[config.mk]
export PLATFORM = sky130hd
export DESIGN_NAME = audio_codec_link
export DESIGN_NICKNAME = d
export VERILOG_FILES = /design/src/rtl/audio_codec_link.sv
export SDC_FILE = /design/constraint.sdc
export NUM_CORES = 1
export LEC_CHECK = 0
export BUFFER_PORTS_ARGS = -buffer_cell sky130_fd_sc_hd__buf_2
export CAP_MARGIN = 15
export CORE_MARGIN = 3
export CORE_UTILIZATION = 57
export CTS_CLUSTER_DIAMETER = 50
export DETAILED_ROUTE_END_ITERATION = 8
export GPL_TIMING_DRIVEN = 0
export HOLD_SLACK_MARGIN = 0.03
export PLACE_DENSITY = 0.8
export SLEW_MARGIN = 30
export SYNTH_ARGS = -nofsm -noshare
export SYNTH_HDL_FRONTEND = slang
export SYNTH_SLANG_ARGS = --single-unit
[constraint.sdc]
create_clock -name clk -period 3.25 [get_ports clk]
set_input_delay 0.65 -clock clk [delete_from_list [all_inputs] [get_ports clk]]
set_output_delay 0.65 -clock clk [all_outputs]
set_load 0.005 [all_outputs]
[src/rtl/audio_codec_link.sv]
// audio_codec_link: I2S master framing for a slave-mode codec.
// Generates BCLK/LRCK and serializes one 16-bit sample per frame onto both DAC
// channels. Deserializes the left ADC channel and hands the word to the sample
// generator with a sample_req / sample_end handshake.
module audio_codec_link #(
  parameter int BCLK_DIV = 4  // clk cycles per aud_bclk half-period, >= 2
) (
  input  logic        clk,
  input  logic        rst_n,
  input  logic [15:0] dac_data,
  output logic [15:0] adc_data,
  output logic        sample_req,
  output logic        sample_end,
  output logic        aud_bclk,
  output logic        aud_daclrck,
  output logic        aud_adclrck,
  output logic        aud_dacdat,
  input  logic        aud_adcdat
);

  localparam int DIV_W = $clog2(BCLK_DIV);

  logic [DIV_W-1:0] div;       // half-period divider
  logic [4:0]       k;         // BCLK slot within the frame, 0..31
  logic [4:0]       k_next;
  logic [15:0]      tx_shift;  // DAC serializer, MSB is on the wire
  logic [15:0]      dac_hold;  // sample kept for the right channel
  logic [15:0]      rx_shift;  // left ADC deserializer
  logic             tick;      // divider terminal count
  logic             rise;      // aud_bclk goes 0->1 on this edge
  logic             fall;      // aud_bclk goes 1->0 on this edge
  logic             rx_win;    // slot carries a left-channel ADC bit

  assign tick   = (div == DIV_W'(BCLK_DIV - 1));
  assign rise   = tick & ~aud_bclk;
  assign fall   = tick &  aud_bclk;
  assign k_next = k + 5'd1;
  assign rx_win = (k != 5'd0) && (k <= 5'd16);

  assign aud_adclrck = aud_daclrck;
  assign aud_dacdat  = tx_shift[15];

  // Bit-clock divider: toggle aud_bclk every BCLK_DIV clk cycles.
  always_ff @(posedge clk or negedge rst_n) begin
    if (!rst_n) begin
      div      <= '0;
      aud_bclk <= 1'b0;
    end else if (tick) begin
      // NOTE: sequential state uses non-blocking assignments so every register
      // samples the pre-edge values of its peers, exactly like flip-flops do.
      div      <= '0;
      aud_bclk <= ~aud_bclk;
    end else begin
      div      <= div + DIV_W'(1);
    end
  end

  // Slot counter, word select and frame-start request, all advanced on falls.
  always_ff @(posedge clk or negedge rst_n) begin
    if (!rst_n) begin
      k           <= 5'd31;
      aud_daclrck <= 1'b0;
      sample_req  <= 1'b0;
    end else begin
      sample_req <= 1'b0;
      if (fall) begin
        k           <= k_next;
        aud_daclrck <= k_next[4];
        sample_req  <= (k_next == 5'd0);
      end
    end
  end

  // DAC serializer: load the fresh sample for the left word, replay it for the
  // right word, otherwise shift MSB-first.
  always_ff @(posedge clk or negedge rst_n) begin
    if (!rst_n) begin
      tx_shift <= '0;
      dac_hold <= '0;
    end else if (fall) begin
      if (k_next == 5'd1) begin
        dac_hold <= dac_data;
        tx_shift <= dac_data;
      end else if (k_next == 5'd17) begin
        tx_shift <= dac_hold;
      end else begin
        tx_shift <= {tx_shift[14:0], 1'b0};
      end
    end
  end

  // ADC deserializer: sample left-channel bits on rises; publish after the LSB.
  always_ff @(posedge clk or negedge rst_n) begin
    if (!rst_n) begin
      rx_shift   <= '0;
      adc_data   <= '0;
      sample_end <= 1'b0;
    end else begin
      sample_end <= 1'b0;
      if (rise && rx_win) begin
        rx_shift <= {rx_shift[14:0], aud_adcdat};
        if (k == 5'd16) begin
          adc_data   <= {rx_shift[14:0], aud_adcdat};
          sample_end <= 1'b1;
        end
      end
    end
  end

endmodule
* Yosys cells after proc, flatten, opt, wreduce, memory -nomap -nowiden
Index checks and enable logic that the tools add are counted.
** Storage, ports and cells
- Output and inout bits :: 22
- Bits in registers :: 74
** Cells by class
- Order comparisons :: 1
- Add/sub/neg operators :: 2
- Mux-type cells :: 6
- Reductions and logical operators :: 6
- Bitwise gates (word level) :: 3
- Equality and inequality tests :: 4
** Operators by type and width (number)
- 16-bit two-way mux :: 2
- 5-bit == test (second input constant) :: 2
- 5-bit by 1-bit adder with 5-bit output (second input constant) :: 1
- 5-bit by 1-bit == test with 1-bit output (second input constant) :: 1
- 5-bit less-or-equal comparator (second input constant) :: 1
- 5-bit zero test :: 1
- 5-bit nonzero test :: 1
- 2-bit AND reduction :: 2
- 1-bit two-way mux :: 3
- 2-bit by 1-bit adder with 2-bit output (second input constant) :: 1
- 1-bit AND :: 2
- 2-bit == test (second input constant) :: 1
- 1-bit logical AND :: 2
- 2-bit two-way mux :: 1
- 1-bit NOT :: 1

* Logic depth before layout (Yosys ltp)
Gate-level depths: netlist of run 1.
- Depth after elaboration :: 4
- Gate-level depth with buffers :: 9
- Gate-level depth less buffers :: 7

* Least setup slack after synthesis of run 1
Ideal clock, no wire load.
- Path kind :: register to register
- Start :: register k[0]
- End :: register adc_data[10]
- Arrival :: 2.312 ns
- Cell stages (with the launch flop) :: 9
- Slack :: 0.812 ns
- Setup time :: 0.125 ns
- Required time :: 3.125 ns
- Buffers on the path :: 1
- Clock period less this slack :: 2.438 ns
- Cell sequence :: dfstp_2 -> inv_1 -> ha_1 -> nor3b_1 -> ha_1 -> nor3b_4 -> nand3_2 -> buf_6 -> mux2_4
** Between the ends
- Word-level cells in the longest chain between the ends :: 4
- Elaborated cells between the ends (all ways) :: 6
- Classes of those cells :: order compare: 1; eq/ne: 1; reduce/logical: 4
** Ends and longest elaborated chain
- start, declared :: line 24 : logic [4:0] k;
- start signal, assigned :: line 67 : k <= k_next;
- 5-bit less-or-equal comparator or 5-bit nonzero test (tied branches) :: line 38 : assign rx_win = (k != 5'd0) && (k <= 5'd16);
- 1-bit logical AND :: line 38
- 1-bit logical AND :: line 100 : if (rise && rx_win) begin
- 2-bit AND reduction (no line) *
- end signal, assigned :: line 103 : adc_data <= {rx_shift[14:0], aud_adcdat};
- end, declared :: line 11 : output logic [15:0] adc_data,
Mark *: on every way between the ends. The rest lies on a longest branch, timed or not.
A chain may end at the register's enable or synchronous reset.

* Worst setup path after layout of run 1
- Start :: register k[0]
- End :: register adc_data[6]
Same word-level chain as after synthesis.

==> results.tsv, run 1 <==
stage	metric	value	unit
clock_network	cts_resized	0	
yosys	yosysMostFrequentCell	nand2_1	
worst_setup_path	reg2reg_depth	8	
worst_setup_path	path_max_fanout	10	
timing	fin_crit_sh	84.04	%
timing	fmax	366.1	MHz
yosys	synth_flop_cell	dfrtp_1	
yosys	synth_commonest_cells	77 x nand2_1, 69 x dfrtp_1, 22 x mux2_2, 15 x nand4_1, 14 x nand3_1	
timing	setup_viol	0	
placed_design	gp_congestion	0.7898	
yosys	synth_nets	295	
placed_design	hpwl	3.812	mm
min_path	min_path_type	input port to async pin	
die	coreArea	5303	sq um
worst_setup_path	setup.worst_path.start_class	flip-flop	
placed_design	io_buffers	40	
die	die_w	81.32	um
timing	final_max_slew_viol_count	0	
final_layout	diodes	0	
yosys	synth.avg_cell_area	11.93	sq um
clock_network	cts_tree	built	
clock_network	htreeDepth	3	
grt	grt_pass1_vias	1984	
yosys	synthArstFlopShare	100.0	%
clock_network	post_cts_buffers	0	
die	dieArea	6612	sq um
grt	grt.overflow.total	0	
power	p_leak	1.926	nW
worst_setup_path	r2r_start	k[0]	
drt	drc	0	
drt	ant_nets	0	
drt	via_count	2074	
grt	grt_max_degree	50	
final_layout	drive_gt1_share	35.37	%
drt	drt-initial-drc-count	115	
worst_setup_path	cp.required	3.48	ns
grt	track_usage	19.03	%
drt	wire_per_inst	14.07	um
clock_network	clockBufferDepth	2	
die	ios	41	
placed_design	place_area	3551	sq um
placed_design	dp_worst_setup_slack	0.5130	ns
drt	vias_per_cell	5.211	
clock_network	numClockSinks	74	
power	combPwrFrac	3.0	%
yosys	yosys_register_bits	74	
yosys	yosys.area.top_type_share	53.41	%
power	switching_share	21.93	%
power	p_int	1.403	mW
yosys	yosys_warnings	0	
yosys	syn_inst	271	
worst_setup_path	crit_path_end	adc_data[6]	
clock_network	numCtsBuffers	9	
job	maxCapViolations	0	
drt	firstDrtPassIters	4	
worst_setup_path	worstReg2RegEnd	adc_data[6]	
yosys	synth_top_area_cell	dfrtp_1	
worst_setup_path	path_class	flip-flop to flip-flop	
final_layout	postLayoutCellArea	3775	sq um
run_status	status	finished, final reports clean	
power	p_switching	0.3941	mW
clock_network	path_clk_slew	0.08	ns
die	rows	26	
power	seqPwrFrac	53.0	%
grt	grt_pass1_wl	9.356	mm
timing	worstMarginPinSlew	0.5693	ns
timing	hold_viol_final	0	
yosys	synth_cell_types	38	
worst_setup_path	cp.arrival	2.96	ns
yosys	synth_area_leaders	dfrtp_1 53%, nand2_1 8.9%, mux2_2 7.7%, mux2_4 4.6%, dfstp_2 4.1%	
timing	slew-limit-headroom	62.05	%
final_layout	finalNetCount	347	
clock_network	cts_hold_buf	0	
timing	period_needed	2.731	ns
timing	clock_skew	0.01109	ns
power	p_per_area	476.0	nW/um^2
yosys	yosysSeqAreaShare	57.47	%
timing	fin_tns_setup	0	ns
worst_setup_path	crit_start	k[0]	
clock_network	clk_latency	0.35	ns
worst_setup_path	cp-end-kind	flip-flop	
die	start_util	60.97	%
die	fp.dieH	81.32	um
timing	rsz0062_at_grt	no	
grt	antenna_found_initial	0	
timing	worst_slack	0.5187	ns
power	clkPwrFrac	44.0	%
yosys	synth_edf_count	0	
power	ir_drop	0.0003612	V
power	totalPowerFinal	1.797	mW
final_layout	areaGrowthSynthToFinish	16.76	%
clock_network	cts_root_buf	clkbuf_8	
yosys	synth_area	3233	sq um
worst_setup_path	r2r_slack	0.52	ns
drt	wirelength	5.599	mm
## worst min path at each step
stage | cells past startpoint | from | slack [ns] | endpoint
floorplan | 0 | rst_n | 0.35 | adc_data[0]
global route | 1 | rst_n | 0.20 | adc_data[1]
finish | 1 | rst_n | 0.20 | rx_shift[0]
global placement | 1 | div[0] | 0.41 | div[0]
CTS | 1 | rst_n | 0.20 | adc_data[1]
detailed placement | 1 | div[0] | 0.43 | div[0]
## registers in the layout, indices dropped and copies added (netlist names)
register and count:
dac_hold 16, sample_req 1, k 5, sample_end 1, aud_adclrck 1, rx_shift 15
div 2, tx_shift 16, aud_bclk 1, adc_data 16
## power by group through the flow
| stage | Sequential [mW] | Combinational, mW | Clock (mW) |
|---|---|---|---|
| final | 0.953 | 0.0542 | 0.790 |
| after global routing | 0.955 | 0.0638 | 0.857 |
| after CTS | 0.953 | 0.0564 | 0.811 |
| after detailed placement | 0.971 | 0.0560 | 0 |
| after global placement | 0.970 | 0.0496 | 0 |
| after floorplan | 0.968 | 0.0180 | 0 |
## cell families after synthesis
kind of cell,count (synthesis),share of synthesized area [%]
AOI/OAI and AO/OA,12,2.825
buffers and inverters,18,3.792
DFF,74,57.47
and+or+nand+nor,122,18.96
adders and majority gates,5,1.935
muxes,34,12.93
xor gates and xnor gates,6,2.090
## worst max-delay path, stage by stage, from the launching register on
cell,delay [ns]
dfstp_2,0.59
inv_1,0.08
ha_1,0.23
nor3b_1,0.17
ha_1,0.32
nor3b_4,0.41
nand3_2,0.27
buf_6,0.24
mux2_4,0.30
## routing by layer
| layer | global-route usage [%] | up-vias | wire length (um) |
|---|---|---|---|
| li1 | - | 1026 | - |
| met3 | 5.543 | 9 | 265 |
| met2 | 29.80 | 47 | 2697 |
| met4 | 7.770 | 0 | 91 |
| met5 | 0 | - | 0 |
| met1 | 24.82 | 992 | 2545 |
## through the flow
step | util (%) | std cells | hold slack [ns]
finish | 71.19 | 398 | 0.2030
floorplan | - | 271 | 0.3544
CTS | 71.19 | 398 | 0.2041
global placement | 66.40 | 381 | 0.4130
detailed placement | 66.97 | 382 | 0.4326
global route | 71.19 | 398 | 0.1994
## cell type report
class,instances,area (sq um)
Buffer,15,111.4
Clock buffer,9,123.9
Clock inverter,7,100.1
Fill cell,378,1528
Inverter,3,11.26
Multi-Input combinational cell,179,1252
Sequential cell,74,1858
Tap cell,70,87.58
Timing Repair Buffer,41,230.2
## cell usage in the layout, fill, tap and decap left out, types with 2 or more instances in the layout
master     instances
clkbuf_1           5
dfrtp_1           69
buf_4              3
mux2_2            22
o21ai_1            2
inv_6              2
o21a_1             2
xnor2_1            3
nand2_1           77
nand3_2            2
inv_1              3
and2_1             2
clkbuf_8           9
buf_6              6
a21oi_1            2
clkinv_4           2
nor3_4             2
buf_2             41
mux2i_1            2
bufinv_16          2
mux2_4            10
or3_1              2
nand4_1           15
o21ai_0            2
nand3_1           14
dfstp_2            5
ha_1               5
Power figures use the tool's default switching activity.
==> run 2, diff against run 1 <==
Settings changed: ABC_AREA set to 1, PLACE_DENSITY 0.8 to 0.79.
Clock period 3.25 ns to 2.6 ns, I/O delays scaled along.
==> results.tsv, run 2 <==
stage	metric	value	unit	change
final_layout	finalNonFillerCells	529		+33%
power	p_per_area	575.6	nW/um^2	+21%
worst_setup_path	r2r_slack	0.26	ns	-0.26 ns
clock_network	numCtsBuffers	9		unchanged
drt	drt-initial-drc-count	217		+89%
timing	final_max_slew_viol_count	0		unchanged
worst_setup_path	reg2reg_depth	9		+1
timing	clock_skew	0.008656	ns	-0.002434 ns
drt	firstDrtPassIters	4		unchanged
power	ir_drop	0.0004159	V	+15%
clock_network	numClockSinks	74		unchanged
worst_setup_path	slowest_stage	dfstp_2		
die	dieArea	6915	sq um	+4.6%
grt	grt_pass1_wl	12.74	mm	+36%
drt	wirelength	7.192	mm	+28%
worst_setup_path	path_max_fanout	10		unchanged
drt	wire_per_inst	13.60	um	-3.4%
clock_network	clk_latency	0.35	ns	about the same
timing	slew-limit-headroom	65.79	%	+3.7 points
drt	drc	0		unchanged
die	fp.dieH	83.16	um	+2.3%
power	p_leak	2.221	nW	+15%
placed_design	hpwl	4.879	mm	+28%
worst_setup_path	cp-end-kind	flip-flop		
yosys	synth_commonest_cells	176 x nand2_1, 69 x dfrtp_1, 31 x inv_1, 26 x nand3_1, 26 x o21ai_0		
final_layout	utilization	69.73	%	-1.5 points
yosys	yosys.area.top_type_share	50.88	%	-2.5 points
grt	antenna_found_initial	0		unchanged
job	maxCapViolations	0		unchanged
timing	worstMarginPinSlew	0.5132	ns	-0.05613 ns
timing	fin_crit_sh	89.98	%	+5.9 points
grt	grt.overflow.total	0		unchanged
worst_setup_path	cp_cell_sequence	inv_1, ha_1, nand2_1, nor2_1, ha_1, or3b_4, clkbuf_1, o21ai_0, nand2_1		
timing	fmax	427.4	MHz	+17%
drt	via_count	2785		+34%
clock_network	cts_root_buf	clkbuf_8		
power	totalPowerFinal	2.264	mW	+26%
timing	period_needed	2.340	ns	-0.3917 ns
clock_network	cts_resized	0		unchanged
die	ios	41		unchanged
run_status	status	finished, final reports clean		
die	rows	27		+3.8%
clock_network	clockBufferDepth	2		unchanged
yosys	yosys_warnings	0		unchanged
yosys	yosys_register_bits	74		unchanged
yosys	synth_area	3393	sq um	+5.0%
grt	track_usage	23.15	%	+4.1 points
worst_setup_path	worstReg2RegEnd	adc_data[14]		
timing	hold_viol_final	0		unchanged
clock_network	cts_hold_buf	0		unchanged
worst_setup_path	cp_num_buf_inv	2		unchanged
worst_setup_path	path_class	flip-flop to flip-flop		
yosys	synth_area_leaders	dfrtp_1 51%, nand2_1 19%, dfstp_2 3.9%, nand3_1 3.8%, o21ai_0 3.8%		
final_layout	finalNetCount	476		+37%
yosys	synthArstFlopShare	100.0	%	unchanged
yosys	synth_cell_types	24		-37%
final_layout	areaGrowthSynthToFinish	15.93	%	
drt	vias_per_cell	5.265		+1.0%
yosys	synth_top_area_cell	dfrtp_1		
drt	ant_nets	0		unchanged
yosys	syn_inst	400		+48%
worst_setup_path	cp.arrival	2.58	ns	-0.38 ns
placed_design	io_buffers	40		unchanged
final_layout	diodes	0		unchanged
min_path	min_path_type	input port to async pin		
worst_setup_path	critPathMaxStageDelay	0.58	ns	about the same
grt	grt_pass1_vias	2746		+38%
grt	grt_max_degree	45		-10%
worst_setup_path	r2r_start	k[0]		
final_layout	final_cell_mix	176 x nand2_1, 69 x dfrtp_1, 44 x buf_2, 31 x inv_1		
worst_setup_path	cp_top_family	simple AND/OR/NAND/NOR gates		
final_layout	reg_top3	adc_data (16), dac_hold (16), tx_shift (16)		
yosys	synth_edf_count	0		unchanged
timing	fin_tns_setup	0	ns	unchanged
yosys	synth_nets	424		+44%
yosys	yosysMostFrequentCell	nand2_1		
worst_setup_path	setup.worst_path.start_class	flip-flop		
clock_network	cts_tree	built		
clock_network	htreeDepth	3		unchanged
final_layout	fillerInstances	425		+12%
placed_design	dp_cells	513		+34%
worst_setup_path	cp.required	2.84	ns	-0.64 ns
timing	setup_viol	0		unchanged
placed_design	gp_congestion	0.7874		-0.30%
yosys	synth_flop_cell	dfrtp_1		
die	start_util	60.15	%	-0.83 points
final_layout	layout_commonest_cell	nand2_1		
clock_network	post_cts_buffers	0		unchanged
final_layout	drive_gt1_share	19.47	%	-16 points
die	die_w	83.16	um	+2.3%
yosys	synth.avg_cell_area	8.483	sq um	-29%
timing	rsz0062_at_grt	no		
yosys	yosysSeqAreaShare	54.76	%	-2.7 points
clock_network	path_clk_slew	0.08	ns	about the same
die	coreArea	5642	sq um	+6.4%
-- run 2: report_power, final --
| part | total, mW | internal, mW | switching [mW] |
|---|---|---|---|
| clock | 0.993 | 0.567 | 0.426 |
| combinational | 0.0808 | 0.0319 | 0.0489 |
| sequential | 1.19 | 1.18 | 0.0145 |
| total | 2.26 | 1.78 | 0.489 |
-- run 2: logic make-up (layout without fill, tap and decap cells) --
| logic type | count (synthesis) | in the layout | synth area share [%] |
|---|---|---|---|
| and+or+nand+nor | 234 | 234 | 30.75 |
| DFF | 74 | 74 | 54.76 |
| buffers and inverters | 49 | 106 | 6.821 |
| AOI/OAI and AO/OA | 36 | 36 | 5.309 |
| adders and majority gates | 5 | 5 | 1.844 |
| xor gates and xnor gates | 2 | 2 | 0.5163 |
-- run 2: metal layers --
metal	wire length, um	global-route usage (%)	part of all wire [%]	up-vias
li1	-	-	-	1367
met1	3266	31.46	45	1325
met2	3458	36.15	48	80
met3	333	5.060	4.6	13
met4	134	9.658	1.9	0
met5	0	0	0	-
-- run 2: cell type report --
class                      count  area [sq um]  share of cell area, %
buffer                        18         115.1                  2.926
clock buffer                  12         145.1                  3.690
clock inverter                 4         75.07                  1.908
inverter                      31         116.4                  2.958
multi-input combinational    277          1304                  33.14
sequential                    74          1858                  47.23
tap                           72         90.09                  2.290
timing repair buffer          41         230.2                  5.852
-- run 2: worst max path at each step --
stage	startpoint	endpoint	cells past startpoint
global placement	k[0]	adc_data[14]	9
floorplan	k[0]	rx_shift[11]	10
global route	k[0]	adc_data[14]	9
detailed placement	k[0]	adc_data[14]	9
finish	k[0]	adc_data[14]	9
CTS	k[0]	adc_data[14]	9
-- run 2: stage by stage --
stage                     cell area (sq um)  worst slack [ns]  hold slack, ns
after floorplan                        3393            0.4705          0.2244
after global placement                 3684            0.3469          0.4142
after detailed placement               3714            0.2751          0.4287
after CTS                              3934            0.2634         0.09964
after global routing                   3934            0.1134          0.1145
final                                  3934            0.2604         0.08940
==> run 3, diff against run 2 <==
Settings changed: CORE_UTILIZATION 57 to 40, PLACE_DENSITY 0.79 to 0.59.
==> results.tsv, run 3 (synthesis results as in run 2) <==
stage	metric	value	unit	change
drt	drc	0		unchanged
clock_network	clk_latency	0.34	ns	about the same
final_layout	finalNetCount	476		unchanged
die	dieArea	9625	sq um	+39%
clock_network	cts_hold_buf	0		unchanged
final_layout	reg_top3	adc_data (16), dac_hold (16), tx_shift (16)		
worst_setup_path	critPathMaxStageDelay	0.57	ns	about the same
drt	drt-initial-drc-count	119		-45%
clock_network	path_clk_slew	0.07	ns	about the same
worst_setup_path	cp_num_buf_inv	2		unchanged
grt	grt_max_degree	43		-4.4%
drt	ant_nets	0		unchanged
final_layout	utilization	49.15	%	-21 points
job	maxCapViolations	0		unchanged
clock_network	cts_tree	built		
timing	worst_slack	0.2829	ns	+0.02247 ns
die	fp.dieH	98.11	um	+18%
timing	fin_tns_setup	0	ns	unchanged
grt	grt_pass1_wl	12.63	mm	-0.86%
worst_setup_path	cp-end-kind	flip-flop		
grt	grt.overflow.total	0		unchanged
timing	whs	0.1215	ns	+0.03209 ns
grt	grt_pass1_vias	2600		-5.3%
drt	via_count	2663		-4.4%
power	p_leak	2.199	nW	-1.0%
clock_network	htreeDepth	3		unchanged
clock_network	clockBufferDepth	2		unchanged
grt	antenna_found_initial	0		unchanged
final_layout	layout_commonest_cell	nand2_1		
timing	fmax	431.6	MHz	+0.97%
timing	rsz0062_at_grt	no		
worst_setup_path	path_max_fanout	10		unchanged
die	die_w	98.11	um	+18%
worst_setup_path	path_class	flip-flop to flip-flop		
final_layout	postLayoutCellArea	3916	sq um	-0.45%
timing	clock_skew	0.006785	ns	-0.001871 ns
placed_design	place_area	3751	sq um	+1.0%
placed_design	hpwl	4.900	mm	+0.43%
final_layout	finalNonFillerCells	559		+5.7%
placed_design	dp_worst_setup_slack	0.2487	ns	-0.02635 ns
final_layout	multi_input_area	1304	sq um	unchanged
drt	wirelength	7.226	mm	+0.47%
worst_setup_path	cp.arrival	2.54	ns	-0.04 ns
timing	setup_viol	0		unchanged
timing	hold_viol_final	0		unchanged
timing	period_needed	2.317	ns	-0.02247 ns
placed_design	dp_cells	543		+5.8%
timing	worstMarginPinSlew	0.5273	ns	+0.01417 ns
final_layout	diodes	0		unchanged
clock_network	numCtsBuffers	9		unchanged
clock_network	numClockSinks	74		unchanged
final_layout	drive_gt1_share	19.04	%	-0.44 points
run_status	status	finished, final reports clean		
power	ir_drop	0.0002277	V	-45%
die	rows	32		+19%
power	totalPowerFinal	2.046	mW	-9.6%
worst_setup_path	setup.worst_path.start_class	flip-flop		
min_path	min_path_type	input port to async pin		
die	coreArea	7968	sq um	+41%
timing	final_max_slew_viol_count	0		unchanged
final_layout	seq_area	1858	sq um	unchanged
drt	firstDrtPassIters	4		unchanged
timing	fin_crit_sh	89.12	%	-0.86 points
power	p_per_area	522.5	nW/um^2	-9.2%
clock_network	cts_root_buf	clkbuf_8		
clock_network	post_cts_buffers	0		unchanged
worst_setup_path	cp.required	2.83	ns	about the same
drt	wire_per_inst	12.93	um	-4.9%
worst_setup_path	cp_top_family	simple AND/OR/NAND/NOR gates		
grt	track_usage	16.15	%	-7.0 points
timing	slew-limit-headroom	64.84	%	-0.94 points
worst_setup_path	cp_cell_sequence	inv_1, ha_1, nand2_1, nor2_1, ha_1, or3b_4, clkbuf_1, o21ai_0, nand2_1		
die	start_util	42.59	%	-18 points
final_layout	fillerInstances	803		+89%
drt	vias_per_cell	4.764		-9.5%
final_layout	areaGrowthSynthToFinish	15.41	%	
worst_setup_path	slowest_stage	dfstp_2		
final_layout	final_cell_mix	176 x nand2_1, 69 x dfrtp_1, 44 x buf_2, 31 x inv_1		
clock_network	cts_resized	0		unchanged
die	ios	41		unchanged
placed_design	gp_congestion	0.7680		-2.5%
placed_design	io_buffers	40		unchanged
-- run 3: final cells by class --
class | count | share of cell area, %
buffer | 18 | 2.939
multi-input combinational | 277 | 33.29
tap | 102 | 3.259
sequential | 74 | 47.44
timing repair buffer | 41 | 5.879
clock inverter | 2 | 0.3195
inverter | 31 | 2.971
clock buffer | 14 | 3.898
-- run 3: final timing paths --
path / end / cells past startpoint / slack, ns / startpoint
max in group asynchronous: k[4] / 2 / 1.87 / rst_n
worst max-delay path: adc_data[9] / 9 / 0.28 / k[0]
min in group clk: adc_data[0] / 3 / 0.41 / aud_adcdat
worst min-delay path: adc_data[3] / 1 / 0.12 / rst_n
worst max register to register: adc_data[9] / 9 / 0.28 / k[0]
worst min register to register: div[0] / 1 / 0.42 / div[0]
-- run 3: power by group --
| group | total [mW] | internal [mW] | switching (mW) |
|---|---|---|---|
| clock | 0.776 | 0.373 | 0.403 |
| sequential | 1.19 | 1.18 | 0.0138 |
| combinational | 0.0801 | 0.0319 | 0.0482 |
| total | 2.05 | 1.58 | 0.465 |
-- run 3: worst register-to-register path, delay by kind of cell (launching register included) --
kind / cells / cell delay, ns
adders and majority gates: 2 / 0.51
AOI/OAI and AO/OA: 1 / 0.22
buffers and inverters: 2 / 0.32
and+or+nand+nor: 4 / 0.60
DFF: 1 / 0.57
-- run 3: per-layer routing --
layer  up-vias  routed length (um)  track usage [%]
met2        48                3240            24.61
met4         0                  78            4.473
met5         -                   0                0
met1      1256                3569            23.03
li1       1353                   -                -
met3         6                 338            4.000
